**src/rtl/gc_dispatcher.sv**
```systemverilog
`default_nettype none
// ============================================================================
// Module      : gc_dispatcher
// Description : Hands out loop indices (gc, stride gd) of a parallel section
//               to N_CORE cores, detects exhaustion and signals join.
//               Optional rotating grant priority: GC_DISPATCH_RR_EN.
// Revision    : 1.0 - initial release
// ============================================================================
module gc_dispatcher #(
    parameter int N_CORE    = 4,
    parameter int GC_WIDTH  = 32,
    parameter int GD_WIDTH  = 32,
    parameter int MAX_GRANT = 4
) (
    input  logic                         clk,
    input  logic                         rst_n,
    input  logic                         fork_valid,
    output logic                         fork_ready,
    input  logic [GC_WIDTH-1:0]          fork_gc,
    input  logic [GD_WIDTH-1:0]          fork_gd,
    input  logic [GC_WIDTH-1:0]          fork_bound,
    output logic                         parallel,
    output logic                         gd_sign,
    input  logic [N_CORE-1:0]            req_valid,
    output logic [N_CORE-1:0]            req_ready,
    output logic [N_CORE*GC_WIDTH-1:0]   gc_out,
    output logic [N_CORE-1:0]            gc_done,
    input  logic [N_CORE-2:0]            ending,
    output logic                         join_valid
);

    typedef enum logic [1:0] {
        IDLE = 2'd0,
        RUN  = 2'd1,
        JOIN = 2'd2
    } state_t;

    state_t                      state_q, state_d;
    logic signed [GC_WIDTH-1:0]  gc_q, gc_d;
    logic signed [GC_WIDTH-1:0]  bound_q, bound_d;
    logic signed [GD_WIDTH-1:0]  gd_q, gd_d;
    logic [N_CORE-1:0]           done_seen_q, done_seen_d;
    logic                        exhausted_q, exhausted_d;

    logic signed [GC_WIDTH-1:0]  gd_ext;
    logic signed [GC_WIDTH-1:0]  cur;
    logic                        frozen;
    int                          slots;
    int                          idx;

`ifdef GC_DISPATCH_RR_EN
    localparam int PTR_W = (N_CORE > 1) ? $clog2(N_CORE) : 1;
    logic [PTR_W-1:0]            ptr_q, ptr_d;
    int                          last;
    logic                        any_grant;
`endif

    function automatic logic out_of_range(input logic signed [GC_WIDTH-1:0] v,
                                          input logic signed [GC_WIDTH-1:0] b,
                                          input logic                       neg);
        return neg ? (v <= b) : (v >= b);
    endfunction

    assign gd_ext   = GC_WIDTH'(gd_q);
    assign parallel = (state_q != IDLE);
    assign gd_sign  = gd_q[GD_WIDTH-1];

    always_comb begin
        state_d     = state_q;
        gc_d        = gc_q;
        gd_d        = gd_q;
        bound_d     = bound_q;
        done_seen_d = done_seen_q;
        exhausted_d = exhausted_q;
        fork_ready  = 1'b0;
        req_ready   = '0;
        gc_out      = '0;
        gc_done     = '0;
        join_valid  = 1'b0;
        cur         = gc_q;
        frozen      = exhausted_q;
        slots       = 0;
        idx         = 0;
`ifdef GC_DISPATCH_RR_EN
        ptr_d       = ptr_q;
        last        = 0;
        any_grant   = 1'b0;
`endif
        case (state_q)
            IDLE: begin
                fork_ready = 1'b1;
                if (fork_valid) begin
                    gc_d        = fork_gc;
                    gd_d        = fork_gd;
                    bound_d     = fork_bound;
                    done_seen_d = '0;
                    exhausted_d = 1'b0;
`ifdef GC_DISPATCH_RR_EN
                    ptr_d       = '0;
`endif
                    state_d     = RUN;
                end
            end
            RUN: begin
                // cur walks gc + k*gd; it sticks at the first out-of-range index
                for (int p = 0; p < N_CORE; p++) begin
`ifdef GC_DISPATCH_RR_EN
                    idx = (int'(ptr_q) + p) % N_CORE;
`else
                    idx = p;
`endif
                    if (req_valid[idx]) begin
                        if (done_seen_q[idx]) begin
                            req_ready[idx]                      = 1'b1;
                            gc_out[idx*GC_WIDTH +: GC_WIDTH]    = cur;
                            gc_done[idx]                        = 1'b1;
`ifdef GC_DISPATCH_RR_EN
                            last      = idx;
                            any_grant = 1'b1;
`endif
                        end else if (slots < MAX_GRANT) begin
                            req_ready[idx]                      = 1'b1;
                            gc_out[idx*GC_WIDTH +: GC_WIDTH]    = cur;
                            if (frozen || out_of_range(cur, bound_q, gd_q[GD_WIDTH-1])) begin
                                gc_done[idx] = 1'b1;
                                frozen       = 1'b1;
                            end else begin
                                cur = cur + gd_ext;
                            end
                            slots = slots + 1;
`ifdef GC_DISPATCH_RR_EN
                            last      = idx;
                            any_grant = 1'b1;
`endif
                        end
                    end
                end
                gc_d        = cur;
                exhausted_d = frozen;
                done_seen_d = done_seen_q | gc_done;
`ifdef GC_DISPATCH_RR_EN
                if (any_grant) begin
                    ptr_d = PTR_W'((last + 1) % N_CORE);
                end
`endif
                if (&done_seen_d) begin
                    state_d = JOIN;
                end
            end
            JOIN: begin
                if (&ending) begin
                    join_valid = 1'b1;
                    state_d    = IDLE;
                end
            end
            default: state_d = IDLE;
        endcase
    end

    always_ff @(posedge clk) begin
        if (!rst_n) begin
            state_q     <= IDLE;
            gc_q        <= '0;
            gd_q        <= '0;
            bound_q     <= '0;
            done_seen_q <= '0;
            exhausted_q <= 1'b0;
        end else begin
            state_q     <= state_d;
            gc_q        <= gc_d;
            gd_q        <= gd_d;
            bound_q     <= bound_d;
            done_seen_q <= done_seen_d;
            exhausted_q <= exhausted_d;
        end
    end

`ifdef GC_DISPATCH_RR_EN
    always_ff @(posedge clk) begin
        if (!rst_n) begin
            ptr_q <= '0;
        end else begin
            ptr_q <= ptr_d;
        end
    end
`endif

endmodule
`default_nettype wire
```
**config.mk**
```make
export PLATFORM = sky130hd
export DESIGN_NAME = gc_dispatcher
export DESIGN_NICKNAME = d
export VERILOG_FILES = /design/src/rtl/gc_dispatcher.sv
export SDC_FILE = /design/constraint.sdc
export NUM_CORES = 1
export LEC_CHECK = 0
export ABC_CLOCK_PERIOD_IN_PS = 18650
export CORE_UTILIZATION = 39
export DETAILED_ROUTE_END_ITERATION = 10
export PLACE_DENSITY = 0.65
export SLEW_MARGIN = 10
export SYNTH_ARGS = -nofsm -noshare
export SYNTH_HDL_FRONTEND = slang
export SYNTH_SLANG_ARGS = --single-unit
```
**constraint.sdc**
```tcl
create_clock -name clk -period 18.65 [get_ports clk]
set_input_delay 3.73 -clock clk [delete_from_list [all_inputs] [get_ports clk]]
set_output_delay 3.73 -clock clk [all_outputs]
set_load 0.05 [all_outputs]
```
# Word level (Yosys, flattened, before mapping)
# Index checks and enable logic that the tools add are counted.
# word_totals
ff_bits	103
input_bits	106
# op_classes
n_reduce_logical	12
order_cmp	11
eq_ne	5
mux	106
add_sub_neg	6
n_bitwise	1
# op_table
op	n
$mux W32	38
$add A32 B32 Y32	4
$ge A32 B32 Y1	4
$le A32 B32 Y1	4
$mux W128	1
$lt A32 B4 Y1 const B	3
$add A32 B2 Y32 const B	2
$pmux W32 S2	1
$mux W1	57
$mux W4	3
$pmux W4 S2	1
$mux W2	3
$ne A2 B2 Y1 const B	3
$pmux W2 S3	1
$reduce_and A3 Y1	2
$logic_or A1 B1 Y1	4
$or A4 B4 Y4	1
$reduce_and A2 Y1	2
$reduce_and A4 Y1	1
$reduce_bool A2 Y1	2
$eq A2 B1 Y1 const B	1
$eq A2 B2 Y1 const B	1
$logic_not A2 Y1	1
$pmux W1 S2	1

# Logic depth before layout (Yosys ltp)
# depth
ltp_word	35
depth_mapped	51
depth_no_buf	47

# Worst setup path after synthesis
# No wires, ideal clock.
# synth_timing
path_kind	input -> output
startpoint	input req_valid[0]
endpoint	output gc_done[3]
path_slack_ns	2.619
t_required_ns	14.920
cell_stages	41
t_arrival_ns	12.301
n_path_buf	4
cell_sequence	nor2b_1 and3_1 mux2_2 buf_6 buf_2 mux2i_1 inv_1 ha_1 a21oi_1 o21ai_1 a2111o_1 o311ai_1 nand3_1 mux2_4 a211oi_4 buf_6 mux2_2 ha_1 [... 5 more ...] mux2i_1 o221ai_2 nor2_4 clkbuf_1 nand2_1 o21ai_0 inv_1 ha_1 and3_1 nand4_1 nor3_1 nand3_1 and3_1 o22ai_1 nand3_1 nand3_1 nor2_1 nor2_1
# synth_via
elab_chain_len	27
elab_cells_between_ends	59
# synth_lines
element	line_no	text
start: declaration	24	input logic [N_CORE-1:0] req_valid,
$mux W32	112	if (req_valid[idx]) begin
$mux W32	89	case (state_q)
$ge A32 B32 Y1 / $le A32 B32 Y1 (equally long branches)	61	return neg ? (v <= b) : (v >= b);
$mux W1	61	
$logic_or A1 B1 Y1	124	if (frozen || out_of_range(cur, bound_q, gd_q[GD_WIDTH-1])) begin
$mux W32	124	
$mux W32	121	end else if (slots < MAX_GRANT) begin
$mux W32	113	if (done_seen_q[idx]) begin
[... 11 more ...]	-	
$mux W1	61	
$logic_or A1 B1 Y1	124	
$mux W1	124	
$mux W1 *	121	
$mux W1 *	113	
$mux W1 *	112	
$mux W1 *	89	
$mux W4 *	89	
end: declaration	27	output logic [N_CORE-1:0] gc_done,
# Mark *: on every way between the ends. The rest lies on a longest branch, timed or not. The select of a mux whose other input is x is not followed.

# Worst setup path in the final report
# Ends and elaborated chain as after synthesis.

==> qor.yml <==
yosys_warnings: 0
pwr-share-seq: 0.097
yosysSeqAreaShare: 0.1292
insertion_delay_ns: 0.41
post-synth-top-count-cell: "nand2_1"
diodes: 0
rsz0062_at_grt: "false"
final_nets: 2800
finalSetupViolations: 0
grt_first_pass_wirelength_um: 109800
ant_nets: 0
htreeDepth: 3
hpwl_um: 61270
slowest_delay_ns: 0.60
area_growth_pct: 23.77
tns_ns: 0
drv_slew: 0
synth.distinct_cells: 92
r2r_setup_slack_ns: 4.60
p_leak_nw: 9.170
postCtsHoldBufs: 0
initial_core_util: 0.3990
p_int_mw: 1.439
syn_area_mm2: 0.01596
via_count: 18050
outcome: "complete, no violations"
swShare: 0.5657
routedWlPerCell_um: 25.39
fin_skew_ns: 0.01440
crit_path_frequent_cell: "nor2_1"
drive_gt1_frac: 0.07207
cts_buffer_depth: 2
critPathCaptureType: "output pin"
coreArea_mm2: 0.04001
synth_flop_cell: "dfxtp_1"
routabilityCongestion: 1.025
synth_cells: 2168
critPathLaunchType: "input pin"
die-area_mm2: 0.04174
yosys.area.top_type_share: 0.1983
synth-edff-count: 0
async_flop_share: 0
drtIter0Drc: 2015
power.density_mw_per_mm2: 167.7
layout.cells.non_filler: 2967
cp.required_ns: 14.92
wirelength_um: 75330
synth_top_cell_by_area: "ha_1"
die_x_um: 204.3
core.rowCount: 73
period_share: 0.9610
max_freq_mhz: 55.79
die_y_um: 204.3
grt_start_max_net_pins: 60
cts_root_buffer: "clkbuf_16"
drc_errors: 0
synthTopCellsByArea: "ha_1 (20%), dfxtp_1 (13%), nand2_1 (7.2%)"
crit_path_top_delay_cell: "or4_1"
hp-class: "reg -> reg"
switching_power_mw: 1.875
avgSynthCellArea_um2: 7.363
place_inst: 2951
dr.pass1.iters: 6
pwr-share-clk: 0.065
gr-total-overflow: 0
antenna_found_initial: 3
max_slew_margin: 0.2405
cts_tree: "done"
worstMarginPinSlew_ns: 1.130
critPathMaxFanout: 16
pwr-share-comb: 0.838
clk_pin_slew_worst_paths_ns: 0.08
finalHoldViolations: 0
port-buffer-count: 245
track_usage: 0.3559
cts_buffers: 9
critPathKind: "in -> out"
period_needed_ns: 17.92
cap_violations: 0
ir_worst_vdd_v: 0.00007405
synth_seq_cells: 103
grt_pass1_vias: 17000
clock_sinks: 103
vias_per_cell: 6.084
arrival_ns: 14.19
io_pins: 246
syn_nets: 2531
synthTopCellsByCount: "nand2_1 (305), ha_1 (253), a21oi_1 (170)"
worst_hold_slack_ns: 0.4682
[logic make-up (layout without fill, tap and decap cells)]
family          after synthesis  count (layout)  share of synthesized area
buf+inv                     194             468                    0.05142
mux                          71              71                    0.04719
compound gates              638             638                     0.2712
fa+ha+maj                   257             257                     0.2033
simple gates                799             799                     0.2391
flops                       103             103                     0.1292
xor+xnor                    106             106                    0.05863
[power by group through the flow]
stage,Combinational (mW),Clock (mW),Sequential [mW]
final,2.78,0.217,0.322
after global routing,3.00,0.228,0.323
after CTS,2.70,0.222,0.318
after detailed placement,2.69,0,0.323
after global placement,2.68,0,0.323
after floorplan,1.74,0,0.283
[cell type report]
class / instances / area, um^2
repair buffers: 348 / 3246
fillers: 4045 / 20250
clock buffers: 12 / 246.5
multi-input cells: 1871 / 13100
well taps: 525 / 656.9
inverters: 104 / 390.4
clock inverters: 4 / 55.05
flip-flops and latches: 103 / 2062
[critical path: cells and delay by family]
family                     cells  cell delay [ns]
muxes                          6             2.36
adders and majority gates      3             0.91
buffers and inverters          6             1.45
AOI/OAI and AO/OA             10             2.72
and+or+nand+nor               15             2.94
[cells in the final DEF, fill, tap and decap left out, types with 73 or more instances in the layout]
cell type | Yosys | routed
nand2_1 | 305 | 304
nor2_1 | 148 | 148
clkdlybuf4s50_1 | 0 | 243
dfxtp_1 | 103 | 103
ha_1 | 253 | 253
inv_1 | 103 | 103
a21oi_1 | 170 | 170
nand3_1 | 73 | 73
o21ai_0 | 92 | 92
buf_4 | 3 | 103
[stage by stage]
step	instance area, um^2	power (mW)	worst slack [ns]	utilization
finish	19760	3.314	0.7264	0.4939
global route	19760	3.547	0.1042	0.4939
CTS	19750	3.243	0.6507	0.4938
detailed placement	19450	3.010	0.7257	0.4862
global placement	19450	3.003	0.9688	0.4862
floorplan	15960	2.025	2.619	-
[what timing repair did]
action / CTS / global route
endpoints found under the hold margin: 0 / 0
setup buffers: 0 / 0
setup endpoints to repair: 0 / 1
gates resized for setup: 0 / 1
[layer usage]
metal  part of all wire  global-route usage  up-vias
li1                   -                   -     8463
met1               0.46              0.5122     8630
met2               0.42              0.5377      869
met3              0.087             0.05947       90
met4              0.025              0.1015        0
met5                  0                   0        -
[flip-flops by register name, summed over array words and instances (netlist names)]
register / flops
done_seen_q: 4
bound_q: 32
exhausted_q: 1
gd_ext: 32
gc_q: 32
state_q: 2
[final timing paths]
kind                start          to  depth (start not counted)
min            bound_q[3]  bound_q[3]                          2
max          req_valid[0]  gc_done[3]                         40
max reg2reg   bound_q[11]    gc_q[30]                         45
min reg2reg    bound_q[3]  bound_q[3]                          2
No activity file was read; power rests on OpenSTA's default activity.
